<file path="src/rtl/pipe_reg_file_pkg.sv">
// Shared constants and helpers for the pipelined register file: default sizes,
// address-width derivation and the hard-wired zero register index.
package pipe_reg_file_pkg;

  localparam int XLEN_DEF = 32;
  localparam int NREG_DEF = 32;
  localparam int NRP_DEF  = 2;
  localparam int REG_ZERO = 0;

  // Smallest w with 2**w >= n; NREG is a power of two, so this is exact.
  function automatic int aw_of(input int n);
    int w;
    w = 0;
    for (int i = 0; i < 31; i++) begin
      if ((1 << i) < n) w = i + 1;
    end
    return w;
  endfunction

endpackage

</file>
<file path="src/rtl/pipe_reg_file_if.sv">
// Read/write/scoreboard bus of the register file; master drives addresses and
// commands, slave (the register file) returns read data and busy status.
interface pipe_reg_file_if #(
  parameter int XLEN = pipe_reg_file_pkg::XLEN_DEF,
  parameter int NREG = pipe_reg_file_pkg::NREG_DEF,
  parameter int NRP  = pipe_reg_file_pkg::NRP_DEF
) ();
  import pipe_reg_file_pkg::*;

  localparam int AW = aw_of(NREG);

  logic [NRP*AW-1:0]   raddr;
  logic [NRP*XLEN-1:0] rdata;
  logic [NRP-1:0]      rbusy;
  logic                we;
  logic [AW-1:0]       waddr;
  logic [XLEN-1:0]     wdata;
  logic                alloc;
  logic [AW-1:0]       alloc_addr;
  logic                flush;
  logic [AW:0]         busy_cnt;

  modport master (
    output raddr, we, waddr, wdata, alloc, alloc_addr, flush,
    input  rdata, rbusy, busy_cnt
  );

  modport slave (
    input  raddr, we, waddr, wdata, alloc, alloc_addr, flush,
    output rdata, rbusy, busy_cnt
  );

endinterface

</file>
<file path="src/rtl/pipe_reg_file_sb.sv">
// Pending-writer scoreboard: one bit per register, set by alloc, cleared by the
// matching write or by flush, plus a registered population count.
module pipe_reg_sb
  import pipe_reg_file_pkg::*;
#(
  parameter int NREG = NREG_DEF,
  parameter int AW   = aw_of(NREG)
) (
  input  logic            clk,
  input  logic            rst,
  input  logic            alloc,
  input  logic [AW-1:0]   alloc_addr,
  input  logic            we,
  input  logic [AW-1:0]   waddr,
  input  logic            flush,
  output logic [NREG-1:0] pend,
  output logic [AW:0]     busy_cnt
);

  logic [NREG-1:0] pend_nxt;
  logic [AW:0]     cnt_nxt;

  // NOTE: every always_comb output gets a default first; a path that skips an
  // assignment would otherwise infer a latch.
  always_comb begin
    pend_nxt = pend;
    if (we) pend_nxt[waddr] = 1'b0;
    // A new producer issued in the same cycle as the old one retires stays outstanding.
    if (flush)      pend_nxt = '0;
    else if (alloc) pend_nxt[alloc_addr] = 1'b1;
    pend_nxt[REG_ZERO] = 1'b0;

    cnt_nxt = '0;
    for (int i = 0; i < NREG; i++) cnt_nxt = cnt_nxt + (AW+1)'(pend_nxt[i]);
  end

  // NOTE: sequential state uses non-blocking assignments so every register
  // samples pre-edge values regardless of statement order.
  always_ff @(posedge clk or negedge rst) begin
    if (!rst) begin
      pend     <= '0;
      busy_cnt <= '0;
    end else begin
      pend     <= pend_nxt;
      busy_cnt <= cnt_nxt;
    end
  end

endmodule

</file>
<file path="src/rtl/pipe_reg_file.sv">
// Multi-port register file with zero register, optional write-to-read bypass
// and a pending-writer scoreboard for issue-stage hazard checks.
module pipe_reg_file
  import pipe_reg_file_pkg::*;
#(
  parameter int XLEN   = XLEN_DEF,
  parameter int NREG   = NREG_DEF,
  parameter int NRP    = NRP_DEF,
  parameter int BYPASS = 1
) (
  input logic            clk,
  input logic            rst,
  pipe_reg_file_if.slave bus
);

  localparam int AW = aw_of(NREG);

  logic [XLEN-1:0]     mem [NREG];
  logic [NREG-1:0]     pend;
  logic                wr_hit;
  logic [NRP*XLEN-1:0] rdata_w;
  logic [NRP-1:0]      rbusy_w;

  assign wr_hit = bus.we && (bus.waddr != AW'(REG_ZERO));

  // NOTE: the storage array is reset on purpose: every register must read zero
  // while reset is asserted, which rules out a plain RAM macro here.
  always_ff @(posedge clk or negedge rst) begin
    if (!rst) begin
      for (int i = 0; i < NREG; i++) mem[i] <= '0;
    end else if (wr_hit) begin
      mem[bus.waddr] <= bus.wdata;
    end
  end

  pipe_reg_sb #(.NREG(NREG), .AW(AW)) u_sb (
    .clk        (clk),
    .rst        (rst),
    .alloc      (bus.alloc && (bus.alloc_addr != AW'(REG_ZERO))),
    .alloc_addr (bus.alloc_addr),
    .we         (wr_hit),
    .waddr      (bus.waddr),
    .flush      (bus.flush),
    .pend       (pend),
    .busy_cnt   (bus.busy_cnt)
  );

  always_comb begin
    rdata_w = '0;
    rbusy_w = '0;
    for (int p = 0; p < NRP; p++) begin
      logic [AW-1:0] ra;
      logic          fwd;
      ra  = bus.raddr[p*AW +: AW];
      fwd = (BYPASS != 0) && wr_hit && (bus.waddr == ra);
      rdata_w[p*XLEN +: XLEN] = fwd ? bus.wdata : mem[ra];
      // A retiring write hides the busy flag unless a new producer claims the register.
      rbusy_w[p] = pend[ra] && !(fwd && !(bus.alloc && (bus.alloc_addr == ra)));
    end
  end

  assign bus.rdata = rdata_w;
  assign bus.rbusy = rbusy_w;

endmodule

</file>
<file path="src/flat_wrapper.sv">
// flat-port wrapper written by rule: the top's interface ports become plain ports
module pipe_reg_file_flat import pipe_reg_file_pkg::*;
#(
  parameter int XLEN   = XLEN_DEF,
  parameter int NREG   = NREG_DEF,
  parameter int NRP    = NRP_DEF,
  parameter int BYPASS = 1
)
  (clk, rst, bus_raddr, bus_we, bus_waddr, bus_wdata, bus_alloc, bus_alloc_addr, bus_flush, bus_rdata, bus_rbusy, bus_busy_cnt);
  pipe_reg_file_if #(.XLEN(XLEN), .NREG(NREG), .NRP(NRP)) bus_i ();
  input logic clk;
  input logic rst;
  input wire logic [$bits(bus_i.raddr)-1:0] bus_raddr;
  input wire logic [$bits(bus_i.we)-1:0] bus_we;
  input wire logic [$bits(bus_i.waddr)-1:0] bus_waddr;
  input wire logic [$bits(bus_i.wdata)-1:0] bus_wdata;
  input wire logic [$bits(bus_i.alloc)-1:0] bus_alloc;
  input wire logic [$bits(bus_i.alloc_addr)-1:0] bus_alloc_addr;
  input wire logic [$bits(bus_i.flush)-1:0] bus_flush;
  output wire logic [$bits(bus_i.rdata)-1:0] bus_rdata;
  output wire logic [$bits(bus_i.rbusy)-1:0] bus_rbusy;
  output wire logic [$bits(bus_i.busy_cnt)-1:0] bus_busy_cnt;
  assign bus_i.raddr = bus_raddr;
  assign bus_i.we = bus_we;
  assign bus_i.waddr = bus_waddr;
  assign bus_i.wdata = bus_wdata;
  assign bus_i.alloc = bus_alloc;
  assign bus_i.alloc_addr = bus_alloc_addr;
  assign bus_i.flush = bus_flush;
  assign bus_rdata = bus_i.rdata;
  assign bus_rbusy = bus_i.rbusy;
  assign bus_busy_cnt = bus_i.busy_cnt;
  pipe_reg_file #(.XLEN(XLEN), .NREG(NREG), .NRP(NRP), .BYPASS(BYPASS)) u_core (.clk(clk), .rst(rst), .bus(bus_i));
endmodule
</file>
<file path="config.mk">
export PLATFORM = sky130hd
export DESIGN_NAME = pipe_reg_file_flat
export DESIGN_NICKNAME = d
export VERILOG_FILES = /design/src/rtl/pipe_reg_file_pkg.sv /design/src/rtl/pipe_reg_file_if.sv /design/src/rtl/pipe_reg_file_sb.sv /design/src/rtl/pipe_reg_file.sv /design/src/flat_wrapper.sv
export SDC_FILE = /design/constraint.sdc
export NUM_CORES = 2
export LEC_CHECK = 0
export ABC_CLOCK_PERIOD_IN_PS = 5700
export CAP_MARGIN = 30
export CORE_MARGIN = 10
export CORE_UTILIZATION = 35
export CTS_CLUSTER_SIZE = 28
export DETAILED_ROUTE_END_ITERATION = 10
export GPL_ROUTABILITY_DRIVEN = 1
export PLACE_DENSITY = 0.46
export RECOVER_POWER = 50
export SYNTH_ARGS = -nofsm -noshare
export SYNTH_HDL_FRONTEND = slang
export SYNTH_HIERARCHICAL = 1
export SYNTH_SLANG_ARGS = --single-unit
export TNS_END_PERCENT = 50
</file>
<file path="constraint.sdc">
create_clock -name clk -period 5.7 [get_ports clk]
set_clock_uncertainty 0.1 [all_clocks]
set_input_delay 1.71 -clock clk [delete_from_list [all_inputs] [get_ports clk]]
set_output_delay 1.71 -clock clk [all_outputs]
set_load 0.01 [all_outputs]
</file>
# Yosys cells after proc, flatten, opt, wreduce, memory -nomap -nowiden
# Cells that the tools add are included.
[totals] romBits=0 mem_count=0 ram_bits=0 in_bits=57 register_bits=1061 latchBits=0
[classes] shift=0 muxes=22 reduce_logical=19 n_mul=0 bitwise_logic=6 n_addsub=30 n_lt_le_gt_ge=10 div=0 n_eq_ne=4
[ops] operator="$bwmux W1024" count=1
[ops] operator="$bmux W32 S5" count=2
[ops] operator="$mux W32" count=10
[ops] operator="$demux W32 S5" count=1
[ops] operator="$add A6 B1 Y6" count=25
[ops] operator="$and A32 B32 Y32" count=1
[ops] operator="$not A32 Y32" count=1
[ops] operator="$or A32 B32 Y32" count=1
[ops] operator="$lt A5 B6 Y1 const B" count=4
[ops] operator="$eq A5 B5 Y1" count=4
[ops] operator="$ge A6 B6 Y1 const B" count=3
[ops] operator="$not A5 Y6" count=3
[ops] operator="$logic_and A1 B1 Y1" count=13
[ops] operator="$bmux W1 S5" count=2
[ops] operator="$demux W1 S5" count=2
[ops] operator="$ge A5 B1 Y1 const B" count=2
[ops] operator="$reduce_bool A5 Y1" count=2
[ops] operator="$add A5 B1 Y6" count=1
[ops] operator="$lt A6 B1 Y1 const B" count=1
[ops] operator="$add A4 B1 Y5" count=1
[ops] operator="$add A3 B1 Y4" count=1
[ops] operator="$logic_not A1 Y1" count=4
[ops] operator="$mux W1" count=4
[ops] operator="$add A2 B1 Y3" count=1
[ops] operator="$add A1 B1 Y2" count=1

# Depth between registers and ports, before layout
[logic_depth] word_depth=40 depth_mapped=23 mapped_depth_nobuf=22

# Cells and area by module
# The synthesis kept the hierarchy.
[by_module_without_submodules] mod="pipe_reg_file" area_each_um2=54378.4 seq_area_each_um2=25624.6 cells_per_inst=3534 n_inst=1
[by_module_without_submodules] mod="pipe_reg_sb" area_each_um2=2507.4 seq_area_each_um2=925.9 cells_per_inst=248 n_inst=1

# Worst setup path before layout
# No wires, ideal clock.
[synth_timing] path_type="input-to-reg" start="in bus_alloc_addr[1]" end="reg u_core.u_sb.busy_cnt[4]" cell_stages=20 t_arrival_ps=7133 setup_slack_ps=-1613 setup_ps=80 path_cell_list="or4_1 > o21a_1 > nand4bb_1 > clkbuf_1 > o21ai_0 > fa_1 > inv_1 > fa_1 > inv_1 > fa_1 > inv_1 > fa_1 > fa_1 > fa_1 > fa_1 > inv_1 > fa_1 > a21o_1 > a21oi_1 > xnor2_1"
[synth_lines] element="start: declaration" line_no="flat_wrapper.sv:18" rtl="input wire logic [$bits(bus_i.alloc_addr)-1:0] bus_alloc_addr;"
[synth_lines] element="$lt A5 B6 Y1 (implied by the code) / $ge A5 B1 Y1 (equally long branches)" line_no="pipe_reg_file_sb.sv:30" rtl="else if (alloc) pend_nxt[alloc_addr] = 1'b1;"
[synth_lines] element="$logic_and A1 B1 Y1 (implied by the code)" line_no="pipe_reg_file_sb.sv:30"
[synth_lines] element="$mux W1 (implied by the code)" line_no="pipe_reg_file_sb.sv:30"
[synth_lines] element="$demux W1 S5" line_no="pipe_reg_file_sb.sv:30"
[synth_lines] element="$or A32 B32 Y32 (no line)"
[synth_lines] element="$mux W32 (*)" line_no="pipe_reg_file_sb.sv:30"
[synth_lines] element="$mux W32 (*)" line_no="pipe_reg_file_sb.sv:29" rtl="if (flush) pend_nxt = '0;"
[synth_lines] element="net u_core.u_sb.pend_nxt[26]" line_no="pipe_reg_file_sb.sv:20" rtl="logic [NREG-1:0] pend_nxt;"
[synth_lines] element="$add A6 B1 Y6 (*) (6 in a row)" line_no="pipe_reg_file_sb.sv:34" rtl="for (int i = 0; i < NREG; i++) cnt_nxt = cnt_nxt + (AW+1)'(pend_nxt[i]);"
[synth_lines] element="net u_core.u_sb.cnt_nxt[4]" line_no="pipe_reg_file_sb.sv:21" rtl="logic [AW:0] cnt_nxt;"
[synth_lines] element="end signal: assignment" line_no="pipe_reg_file_sb.sv:45" rtl="busy_cnt <= cnt_nxt;"
[synth_lines] element="end: declaration" line_no="pipe_reg_file_sb.sv:17" rtl="output logic [AW:0] busy_cnt"
# The timed path passes the listed nets; every way through them passes the cells marked *.
# A chain may end at the register's enable or synchronous reset.

# Final worst setup path
[layout_timing] start="in bus_alloc_addr[2]" end="reg u_core.u_sb.busy_cnt[4]"
[layout_lines] element="$lt A5 B6 Y1 (implied by the code) / $ge A5 B1 Y1 (equally long branches)" line_no="pipe_reg_file_sb.sv:30"
[layout_lines] element="$logic_and A1 B1 Y1 (implied by the code)" line_no="pipe_reg_file_sb.sv:30"
[layout_lines] element="$mux W1 (implied by the code)" line_no="pipe_reg_file_sb.sv:30"
[layout_lines] element="$demux W1 S5" line_no="pipe_reg_file_sb.sv:30"
[layout_lines] element="$or A32 B32 Y32 (no line)"
[layout_lines] element="$mux W32 (*)" line_no="pipe_reg_file_sb.sv:30"
[layout_lines] element="$mux W32 (*)" line_no="pipe_reg_file_sb.sv:29"
[layout_lines] element="net u_core.u_sb.pend_nxt[8]" line_no="pipe_reg_file_sb.sv:20"
[layout_lines] element="$add A6 B1 Y6 (*) (24 in a row)" line_no="pipe_reg_file_sb.sv:34"
[layout_lines] element="net u_core.u_sb.cnt_nxt[4]" line_no="pipe_reg_file_sb.sv:21"
# Marked as above.

==> results.md <==
- IR Drop Worst-Case VDD: 312 uV
- Time the worst path needs with I/O delays and setup: 6.58 ns
- Post-Synth Adder-Cell Area: 0.00963
- Number of max-capacitance violations reported: 5
- # H-tree levels: 4
- Violated checks: max-capacitance violations, max-slew violations, negative setup slack
- Xor/xnor cell area share of the yosys netlist: 0.00354
- Fraction of the mapped netlist area in compound gates: 0.0428
- Clock tree from TritonCTS: done
- Sum of routed wire length over all layers: 217 mm
- Fill cells: 14,600
- Number of enable-type register cells in the synthesized netlist: 0
- Via count of the first global-routing pass: 39,600
- Post-Synthesis Cells: 3,782
- Number of detailed-routing iterations run before antenna repair: 5
- Leading register cell type out of synthesis: dfrtp_1
- Core Box Area: 161,000 um2
- Count of distinct cell types in the synthesized netlist: 52
- Path category of the worst min-delay check: reg2reg
- Worst hold margin: 0.291 ns
- Die area: 179,000 um2
- Synthesized netlist net count: 3,869
- Critical path launch point type: input pin
- Placement Rows: 147
- Per-instance average area after synthesis: 15.0 um2
- Post-Place Setup Slack: -2.07 ns
- Share of synthesized area occupied by flip-flops and latches: 0.467
- Reg-to-reg setup timing slack: 0.44 ns
- Number of remaining DRC errors: 0
- Hpwl dp: 137 mm
- CTS root buffer: clkbuf_16
- Largest net degree at the start of global routing: 105
- Max stage delay on crit path: 0.56 ns
- Result of the run: finished with violations
- Number of hold violations in the final report: 0
- Final weighted congestion in routability-driven placement: 0.818
- Synth Register Bits: 1,061
- Power Density: 331 nW/um2
- Worst flop-to-flop path startpoint: u_core/u_sb/pend[26]$_DFF_PN0_
- Sum of internal, switching and leakage power: 23.5 mW
- Family of cells with the greatest summed delay on the critical path: adder cells
- Die Wd: 423 um
- Diodes inserted: 0
- R2R cell count: 19
- Total track usage: 0.238
- Main combinational cell family by area after synthesis: multiplexers
- Fraction of post-synthesis cell area in the top cell type by area: 0.467
- Count of nets left with antenna violations after detail routing: 0
- GR Overflow Total: 0
- Critical path startpoint: bus_alloc_addr[2]
- Post-Synthesis Cell Area: 56,900 um2
- Sink Count: 1,061
- Number of buffers created by CTS: 132
- Slowest stage cell, crit path: fa_1
- Worst min-delay path endpoint: u_core/mem[994]$_DFFE_PN0P_
- Clock-pin transition on the worst setup and hold timing paths: 0.06 ns
- Slew HR: -0.791
- Drt wl/cell: 33.4 um
- Most common cell on crit path: fa_1
- Worst hold start: u_core/mem[994]$_DFFE_PN0P_
- Unrepaired setup endpoints after global routing: yes
- Synthesized-area fraction occupied by and/or/nand/nor cells: 0.0283
- Critical Path Fanout Max: 4
- Maximum clock insertion buffer count: 3
- Antenna violations before repair: 7
- Util after Layout: 0.440
- Multiplexer share of the synthesized area: 0.407
- Via/cell ratio: 5.87
- Fraction of layout instances using a drive strength above 1: 0.590
- Max Clock Freq: 0.152 GHz
- Initial Util: 0.353
- Data required time of the critical path: 6.30 ns
- Standard cell area after detailed placement: 64,400 um2
- Port-buffer cells: 128
- Net count, final: 4,321
- Via total after detailed routing: 38,100
- Cell Chain, Critical Path: buf_6, or4_4, o21a_4, or4b_4, buf_12, o21ai_1, fa_1, inv_1, fa_1, fa_1, fa_1, fa_1, fa_1, fa_2, inv_2, fa_2, a21o_1, a21oi_2, xnor2_1
- DRC marker count from the first detailed-route iteration: 3,222
- Cell type with the highest aggregate area in the netlist: dfrtp_1
- Async set or reset register ratio after synthesis: 1.00
- Setup slack after layout: -0.879 ns
- Clock network latency to the later pin of the worst-skew pair: 0.78 ns
- Global-route wire length before repair: 309 mm
- Slew Limit Fails: 341
- Layout Cells excl Fill: 6,499
- Warnings, synthesis: 6
- Arr. time, crit path: 7.18 ns
- Final std cell area, no fill: 70,900 um2
- Top post-synthesis cells by area: dfrtp_1 47%, mux4_2 21%, mux2_2 20%, o22ai_1 2.8%, clkbuf_1 1.4%
- Number of endpoints failing setup at the final stage: 7
- Number of buffers inserted for hold repair after clock tree synthesis: 0
- Critical path capture point type: flop
- Worst path buffer plus inverter count: 4
- Chip Height: 423 um
- Leakage power: 30.7 nW
- Synth-to-layout area growth: 24.7%
- Cell depth of the worst hold path: 0
- # IOs: 129
- Worst slew pin tran: 2.69 ns
- Placed Instances: 6,127
- Share of the cycle needed by the critical path after routing: 1.15
- Worst reg2reg path endpoint: u_core/u_sb/busy_cnt[4]$_DFF_PN0_
- Final-layout setup total negative slack: -5.30 ns
- Type of the worst setup path: in2reg
-- sequential cells by signal, summed over array words and instances (netlist names) --
name / flops
u_core/mem: 1024
u_core/u_sb/pend: 31
u_core/u_sb/busy_cnt: 6
-- placed cells by master, fill, tap and decap left out, types with 8 or more instances in the layout --
| cell | count |
|---|---|
| clkbuf_16 | 145 |
| nand2_4 | 17 |
| mux4_2 | 528 |
| dlygate4sd2_1 | 16 |
| clkbuf_2 | 14 |
| clkinv_2 | 26 |
| or4_4 | 41 |
| nand3b_1 | 19 |
| fa_1 | 21 |
| clkdlybuf4s50_1 | 38 |
| xor2_1 | 14 |
| nor2_4 | 16 |
| dfrtp_1 | 1061 |
| clkbuf_8 | 34 |
| buf_2 | 18 |
| o21ai_2 | 15 |
| nor2b_1 | 34 |
| buf_4 | 389 |
| clkbuf_1 | 31 |
| o21ai_1 | 56 |
| buf_16 | 15 |
| buf_12 | 150 |
| o21ai_4 | 13 |
| o21ai_0 | 41 |
| nand2_1 | 65 |
| buf_6 | 58 |
| inv_1 | 25 |
| or4_1 | 23 |
| o22ai_1 | 243 |
| o22ai_2 | 8 |
| mux2_2 | 992 |
| o21a_1 | 16 |
| xnor2_1 | 8 |
| buf_8 | 8 |
| nand3_1 | 11 |
-- cell usage after synthesis (30+ instances only) --
cell type  number
buf_2         106
buf_1          48
o21ai_1        72
dfrtp_1      1061
or4_1          64
nand2_1        85
mux2_2        992
mux4_2        528
buf_6          40
nor2b_1        36
o21ai_0        53
inv_1          30
o22ai_1       252
clkbuf_1      207
-- what timing repair did --
action / in CTS / in global routing
buffers inserted: 89 / 33
setup endpoints to repair: 72 / 47
resized for setup: 313 / 106
gates cloned: 11 / 6
pin swaps: 35 / 39
endpoints found under the hold margin: 0 / 0
-- report_power, final --
part	switching [mW]	leakage (nW)	internal (mW)
clock	3.51	2.24	5.21
sequential	0.962	13.6	8.93
combinational	1.92	14.8	2.99
total	6.38	30.7	17.1
-- layer usage --
metal  up-vias  global-route usage  wire length (um)
met2      1144               0.371            101000
met4         6              0.0745              7390
li1      15700                   -                 -
met3       317              0.0422             12600
met5         -                   0                41
met1     21000               0.337             96000
-- kinds of logic after synthesis --
| logic type | after synthesis |
|---|---|
| AND/OR/NAND/NOR | 277 |
| XOR/XNOR | 23 |
| other | 1 |
| flip-flops | 1061 |
| multiplexers | 1527 |
| AO/OA/AOI/OAI | 406 |
| adder cells (fa/ha/maj) | 30 |
| buffers and inverters | 457 |
-- how the worst max path moves through the flow --
stage | to | slack (ns) | depth (start not counted)
2_1_floorplan | u_core/u_sb/busy_cnt[4]$_DFF_PN0_ | -1.34 | 18
3_3_place_gp | u_core/u_sb/busy_cnt[4]$_DFF_PN0_ | -2.04 | 21
3_5_place_dp | u_core/u_sb/busy_cnt[4]$_DFF_PN0_ | -2.07 | 21
4_1_cts | u_core/u_sb/busy_cnt[4]$_DFF_PN0_ | -0.81 | 20
5_1_grt | u_core/u_sb/busy_cnt[4]$_DFF_PN0_ | -1.07 | 19
6_report | u_core/u_sb/busy_cnt[4]$_DFF_PN0_ | -0.88 | 19
-- area by class of cell --
cell class	count	area [um2]	area share
clock buffers	197	4060	0.0572
clock inverters	42	440	0.00621
inverters	30	113	0.00159
multi-input cells	2265	28800	0.406
flip-flops and latches	1061	26600	0.374
well taps	2160	2700	0.0381
repair buffers	744	8300	0.117
(Power assumes the default switching activity.)
